`src/rtl/noc_pkg.sv`:
```
// Shared definitions for the NoC sink collector: FSM encoding, header layout, defaults.
package noc_pkg;

    typedef enum logic {
        WAIT_REQ = 1'b0,
        GRANT    = 1'b1
    } collector_state_e;

    // Header: SenderID in the low bits, PacketID just below the timestamp base.
    localparam int unsigned HDR_DIM_SCALE    = 4;
    localparam int unsigned PACKET_ID_W      = 10;
    localparam int unsigned TS_WIDTH_DEFAULT = 16;

    function automatic int unsigned hdr_base(input int unsigned dim);
        return dim * HDR_DIM_SCALE;
    endfunction

endpackage

```
`src/rtl/collector_fifo.sv`:
```
// Synchronous first-word fall-through FIFO; exposes current and next-cycle occupancy.
module collector_fifo #(
    parameter int unsigned DATA_WIDTH = 32,
    parameter int unsigned FIFO_DEPTH = 4
) (
    input  logic                                clk,
    input  logic                                reset,
    input  logic                                push_i,
    input  logic                                pop_i,
    input  logic [DATA_WIDTH-1:0]               wdata_i,
    output logic [DATA_WIDTH-1:0]               rdata_o,
    output logic [$clog2(FIFO_DEPTH+1)-1:0]     count_o,
    output logic [$clog2(FIFO_DEPTH+1)-1:0]     count_nxt_o
);

    localparam int unsigned AW = (FIFO_DEPTH > 1) ? $clog2(FIFO_DEPTH) : 1;
    localparam int unsigned CW = $clog2(FIFO_DEPTH + 1);

    logic [DATA_WIDTH-1:0] mem_q [FIFO_DEPTH];
    logic [AW-1:0]         wr_ptr_q, wr_ptr_d;
    logic [AW-1:0]         rd_ptr_q, rd_ptr_d;
    logic [CW-1:0]         count_q, count_d;
    logic                  do_push, do_pop;

    // Overflow and underflow are blocked here, so callers may assert push/pop freely.
    assign do_push = push_i && (count_q != CW'(FIFO_DEPTH));
    assign do_pop  = pop_i && (count_q != CW'(0));

    always_comb begin
        wr_ptr_d = wr_ptr_q;
        rd_ptr_d = rd_ptr_q;
        count_d  = count_q;
        if (do_push) begin
            wr_ptr_d = wr_ptr_q + AW'(1);
        end
        if (do_pop) begin
            rd_ptr_d = rd_ptr_q + AW'(1);
        end
        count_d = count_q + CW'(do_push) - CW'(do_pop);
    end

    always_ff @(posedge clk or posedge reset) begin
        if (reset) begin
            wr_ptr_q <= '0;
            rd_ptr_q <= '0;
            count_q  <= '0;
        end else begin
            wr_ptr_q <= wr_ptr_d;
            rd_ptr_q <= rd_ptr_d;
            count_q  <= count_d;
        end
    end

    // Storage holds no reset; stale entries are unreachable once the pointers clear.
    always_ff @(posedge clk) begin
        if (do_push) begin
            mem_q[wr_ptr_q] <= wdata_i;
        end
    end

    assign rdata_o     = mem_q[rd_ptr_q];
    assign count_o     = count_q;
    assign count_nxt_o = count_d;

endmodule

```
`src/rtl/noc_sink_collector.sv`:
```
// NoC sink: accepts router packets into a FIFO with a two-state grant handshake
// and tracks packet count and injection-to-accept latency statistics.
module noc_sink_collector
    import noc_pkg::*;
#(
    parameter int unsigned DATA_WIDTH = 32,
    parameter int unsigned DIM        = 4,
    parameter logic [5:0]  MODULE_ID  = 6'b000_000,
    parameter int unsigned FIFO_DEPTH = 4,
    parameter int unsigned TS_WIDTH   = TS_WIDTH_DEFAULT
) (
    input  logic                  clk,
    input  logic                  reset,
    input  logic [DATA_WIDTH-1:0] PacketIn,
    input  logic                  ReqUpStr,
    output logic                  GntUpStr,
    output logic                  UpStrFull,
    input  logic                  RdEn,
    output logic [DATA_WIDTH-1:0] RdData,
    output logic                  RdValid,
    output logic [31:0]           PktCount,
    output logic [TS_WIDTH-1:0]   LatLast,
    output logic [TS_WIDTH-1:0]   LatMax,
    output logic [31:0]           CycleCount
);

    localparam int unsigned HDR_BASE = hdr_base(DIM);
    localparam int unsigned CW       = $clog2(FIFO_DEPTH + 1);

    collector_state_e      state_q, state_d;
    logic                  gnt_q, gnt_d;
    logic                  full_q;
    logic [31:0]           pkt_q, pkt_d;
    logic [TS_WIDTH-1:0]   lat_last_q, lat_last_d;
    logic [TS_WIDTH-1:0]   lat_max_q, lat_max_d;
    logic [31:0]           cycle_q;

    logic [CW-1:0]         fifo_count, fifo_count_nxt;
    logic [TS_WIDTH-1:0]   inj_ts;
    logic [TS_WIDTH-1:0]   lat_new;
    logic                  accept;

    assign inj_ts  = PacketIn[HDR_BASE +: TS_WIDTH];
    assign lat_new = cycle_q[TS_WIDTH-1:0] - inj_ts;

    // Fullness is judged on the pre-pop count, so a same-cycle pop never frees a slot early.
    assign accept = (state_q == WAIT_REQ) && ReqUpStr && (fifo_count < CW'(FIFO_DEPTH));

    collector_fifo #(
        .DATA_WIDTH (DATA_WIDTH),
        .FIFO_DEPTH (FIFO_DEPTH)
    ) u_fifo (
        .clk         (clk),
        .reset       (reset),
        .push_i      (accept),
        .pop_i       (RdEn),
        .wdata_i     (PacketIn),
        .rdata_o     (RdData),
        .count_o     (fifo_count),
        .count_nxt_o (fifo_count_nxt)
    );

    always_comb begin
        state_d    = state_q;
        gnt_d      = 1'b0;
        pkt_d      = pkt_q;
        lat_last_d = lat_last_q;
        lat_max_d  = lat_max_q;
        case (state_q)
            WAIT_REQ: begin
                if (accept) begin
                    state_d = GRANT;
                    gnt_d   = 1'b1;
                end
            end
            GRANT: begin
                state_d = WAIT_REQ;
            end
            default: begin
                state_d = WAIT_REQ;
            end
        endcase
        if (accept) begin
            pkt_d      = pkt_q + 32'(1);
            lat_last_d = lat_new;
            if (lat_new > lat_max_q) begin
                lat_max_d = lat_new;
            end
        end
    end

    always_ff @(posedge clk or posedge reset) begin
        if (reset) begin
            state_q    <= WAIT_REQ;
            gnt_q      <= 1'b0;
            full_q     <= 1'b0;
            pkt_q      <= '0;
            lat_last_q <= '0;
            lat_max_q  <= '0;
            cycle_q    <= '0;
        end else begin
            state_q    <= state_d;
            gnt_q      <= gnt_d;
            full_q     <= (fifo_count_nxt == CW'(FIFO_DEPTH));
            pkt_q      <= pkt_d;
            lat_last_q <= lat_last_d;
            lat_max_q  <= lat_max_d;
            cycle_q    <= cycle_q + 32'(1);
        end
    end

    assign GntUpStr   = gnt_q;
    assign UpStrFull  = full_q;
    assign RdValid    = (fifo_count != CW'(0));
    assign PktCount   = pkt_q;
    assign LatLast    = lat_last_q;
    assign LatMax     = lat_max_q;
    assign CycleCount = cycle_q;

`ifndef SYNTHESIS
    // Per-accept trace: time ; CycleCount ; SenderID ; MODULE_ID ; PacketID ; LatLast
    logic [HDR_BASE-PACKET_ID_W-1:0] sender_id;
    logic [PACKET_ID_W-1:0]          packet_id;

    assign sender_id = PacketIn[HDR_BASE-PACKET_ID_W-1:0];
    assign packet_id = PacketIn[HDR_BASE-1 -: PACKET_ID_W];

    always_ff @(posedge clk) begin
        if (!reset && accept) begin
            $display("%0t ; %0d ; %0d ; %0d ; %0d ; %0d",
                     $time, cycle_q, sender_id, MODULE_ID, packet_id, lat_new);
        end
    end
`endif

endmodule

```
`config.mk`:
```
export PLATFORM = sky130hd
export DESIGN_NAME = noc_sink_collector
export DESIGN_NICKNAME = d
export VERILOG_FILES = /design/src/rtl/noc_pkg.sv /design/src/rtl/collector_fifo.sv /design/src/rtl/noc_sink_collector.sv
export SDC_FILE = /design/constraint.sdc
export NUM_CORES = 1
export LEC_CHECK = 0
export ABC_CLOCK_PERIOD_IN_PS = 6600
export BUFFER_PORTS_ARGS = -buffer_cell sky130_fd_sc_hd__buf_2
export CAP_MARGIN = 20
export CORE_ASPECT_RATIO = 0.5
export CORE_MARGIN = 2
export CORE_UTILIZATION = 55
export CTS_CLUSTER_DIAMETER = 60
export CTS_CLUSTER_SIZE = 20
export DETAILED_ROUTE_END_ITERATION = 6
export PLACE_DENSITY = 0.78
export SLEW_MARGIN = 20
export SYNTH_ARGS = -nofsm -noshare
export SYNTH_HDL_FRONTEND = slang
export SYNTH_HIERARCHICAL = 1
export SYNTH_SLANG_ARGS = --single-unit
```
`constraint.sdc`:
```
create_clock -name clk -period 6.6 [get_ports clk]
set_input_delay 0.66 -clock clk [delete_from_list [all_inputs] [get_ports clk]]
set_output_delay 0.66 -clock clk [all_outputs]
set_load 0.01 [all_outputs]
```
==> run_results.csv <==
group,metric,value,unit
worst_setup_path,worst_path_largest_cell_delay,860,ps
timing,hold_viol_final,0,
power,ir_worst_vdd,0.157,mV
clock_network,ctsHoldBuffers,0,
status,status,"finished clean",
hold_path,min_path_type,"primary input to asynchronous set/reset pin",
worst_setup_path,path_delay_family,"compound AO/OA/AOI/OAI gates",
timing,setup_viol,0,
synthesis,dominantRegCellSynth,"edfxtp_1",
layout,fin_nets,947,
worst_setup_path,slowest_stage,"a31oi_2",
worst_setup_path,cp_data_arrival_time,4570,ps
placement,dp.final_hpwl,14300,µm
layout,n_fill_cell,1374,
synthesis,async_flop_share,45.1,%
timing,final.min_clock_period,4210,ps
global_route,grt-ovfl-total,0,
synthesis,synth_cells,701,
die,die_area,20000,µm²
clock_network,path_clk_slew,90,ps
drt,top_layer,"met4",
die,core,18400,µm²
placement,port_buffers,166,
die,pin_count,167,
layout,final_cell_area,11800,µm²
placement,placed_area,11400,µm²
timing,tightestPinTransition,1050,ps
drt,antenna_left,0,
layout,n_antenna_cell,0,
clock_network,cts_setup_buffers,0,
run,drv_cap,0,
synthesis,synth_top_area_cell,"edfxtp_1",
global_route,antenna_found_initial,0,
die,die_w,198,µm
clock_network,clk-insertion-delay-late,480,ps
clock_network,htree_levels,1,
drt,dr_wl_met2,9470,µm
worst_setup_path,critPathBufInv,2,
drt,routed_wl,20600,µm
drt,wl_met1,9700,µm
layout,most-common-layout-cells,"buf_2, edfxtp_1, dfrtp_1",
worst_setup_path,cp_data_required_time,6960,ps
synthesis,synth-edff-count,128,
timing,clock.fmax,238,MHz
synthesis,syn-num-nets,778,
drt,wl_per_cell,18.4,µm
clock_network,post_cts_resized,0,
global_route,grt_pass1_vias,6135,
timing,post-route-period-util,63.8,%
drt,drc,0,
drt,via_per_inst,5.44,
worst_setup_path,r2r-start,"CycleCount[0]$_DFF_PP0_",
global_route,grt_max_degree,73,
worst_setup_path,crit_fanout,16,
die,row_count,35,
clock_network,cts_tree,"yes",
drt,vias,6080,
worst_setup_path,startpoint_type,"flip-flop",
synthesis,yosysWarnings,6,
timing,clock_skew,21.2,ps
timing,slew_headroom,29.8,%
timing,drv_slew,0,
worst_setup_path,cp_cell_sequence,"inv_1 -> ha_1 -> inv_1 -> fa_1 -> a21oi_1 -> o221ai_1 -> a21oi_2 -> nand4b_1 -> o311ai_2 -> ha_1 -> nand4_1 -> nor2_1 -> nand2_1 -> nand2_1 -> a31oi_2 -> mux2_2",
die,start_util,56.2,%
layout,drive_gt1_share,29.2,%
layout,final_common_cell,"buf_2",
clock_network,cts_buffer_depth,3,
global_route,grt_pass1_wl,32800,µm
clock_network,clock_sink_count,233,
die,die_h,101,µm
global_route,grt_usage,21.2,%
synthesis,synth_seq_cells,233,
timing,setup-tns-final,0,ps
clock_network,cts_buffers,15,
synthesis,synth_top_area_share,37.2,%
drt,wl_met3,1100,µm
placement,gp_congestion,0.827,
layout,syn_to_final_growth,14.1,%
synthesis,synth_area,10300,µm²
synthesis,ys_types,64,
timing,setup_slack,2390,ps
worst_setup_path,critPathLaunch,"CycleCount[0]$_DFF_PP0_",
placement,place_ws,2120,ps
timing,rsz0062_at_grt,"false",
synthesis,synth_area_per_cell,14.8,µm²
clock_network,root_buffer,"clkbuf_16",
power,leakage,0.00510,µW
power,power.density,346,nW/µm²
synthesis,synth_seq_area_share,62.6,%
worst_setup_path,cp-end-kind,"flip-flop",
worst_setup_path,path_class,"flip-flop to flip-flop",
drt,drt_iter0_drc,261,
drt,dr.pass1.iters,4,
synthesis,yosys-top-cells-area,"edfxtp_1, dfrtp_1, mux4_2",
-- kinds of logic after synthesis --
| family | synth area share, % |
|---|---|
| muxes | 9.68 |
| AOI/OAI and AO/OA | 4.08 |
| adders and majority gates | 5.11 |
| and+or+nand+nor | 9.08 |
| xor gates and xnor gates | 6.44 |
| buffers and inverters | 3.04 |
| DFF | 62.6 |
-- routing by layer --
layer | global-route usage [%] | up-vias
li1 | - | 2891
met1 | 30.6 | 3037
met2 | 33.7 | 128
met3 | 4.72 | 24
met4 | 4.05 | 0
met5 | 0 | -
-- Yosys cell counts, types with 5 or more instances --
| master | instances |
|---|---|
| a21o_1 | 6 |
| a21oi_1 | 22 |
| and3_1 | 12 |
| and4_1 | 7 |
| buf_2 | 5 |
| dfrtp_1 | 105 |
| edfxtp_1 | 128 |
| ha_1 | 39 |
| inv_1 | 47 |
| mux2_2 | 18 |
| mux4_2 | 28 |
| nand2_1 | 60 |
| nand2b_1 | 7 |
| nand3_1 | 29 |
| nand4_1 | 12 |
| nor2_1 | 19 |
| o21ai_0 | 8 |
| xnor2_1 | 60 |
| xor2_1 | 16 |
-- metrics by stage --
stage | hold slack [ps] | util [%] | power, µW | instances
finish | 129 | 64.1 | 4080 | 1118
global route | 131 | 64.1 | 4330 | 1118
CTS | 125 | 64.1 | 4130 | 1118
detailed placement | 465 | 61.8 | 3230 | 1093
global placement | 456 | 61.8 | 3190 | 1093
floorplan | 463 | - | 2810 | 701
-- power by group --
part | internal (µW) | switching (µW) | leakage [µW]
Clock | 441 | 467 | 0.000205
Sequential | 1780 | 157 | 0.00251
Combinational | 578 | 657 | 0.00238
-- layout make-up --
| class | instances | area [µm²] | area share, % |
|---|---|---|---|
| timing repair buffer | 169 | 853 | 7.23 |
| inverter | 47 | 179 | 1.52 |
| multi-input combinational | 404 | 3560 | 30.2 |
| sequential | 233 | 6470 | 54.9 |
| tap | 240 | 300 | 2.55 |
| clock inverter | 2 | 16.3 | 0.138 |
| clock buffer | 23 | 415 | 3.52 |
-- worst paths after layout --
check / endpoint / slack [ps] / depth (start not counted)
setup / recovery: LatMax[4]$_DFFE_PP0P_ / 2390 / 16
setup reg to reg: LatMax[4]$_DFFE_PP0P_ / 2390 / 16
min in group clk: u_fifo/mem_q[2][1]$_DFFE_PP_ / 390 / 1
hold reg to reg: PktCount[31]$_DFFE_PP0P_ / 480 / 1
max in group asynchronous: LatMax[13]$_DFFE_PP0P_ / 5210 / 3
hold / removal: u_fifo/count_o[0]$_DFF_PP0_ / 130 / 2
-- registers in the layout, summed over array words and instances, names as in the netlist --
register	flops
u_fifo/mem_q	128
CycleCount	32
PktCount	32
LatLast	16
LatMax	16
u_fifo/count_o	3
u_fifo/rd_ptr_q	2
u_fifo/wr_ptr_q	2
GntUpStr	1
UpStrFull	1
Power figures use the tool's default switching activity.
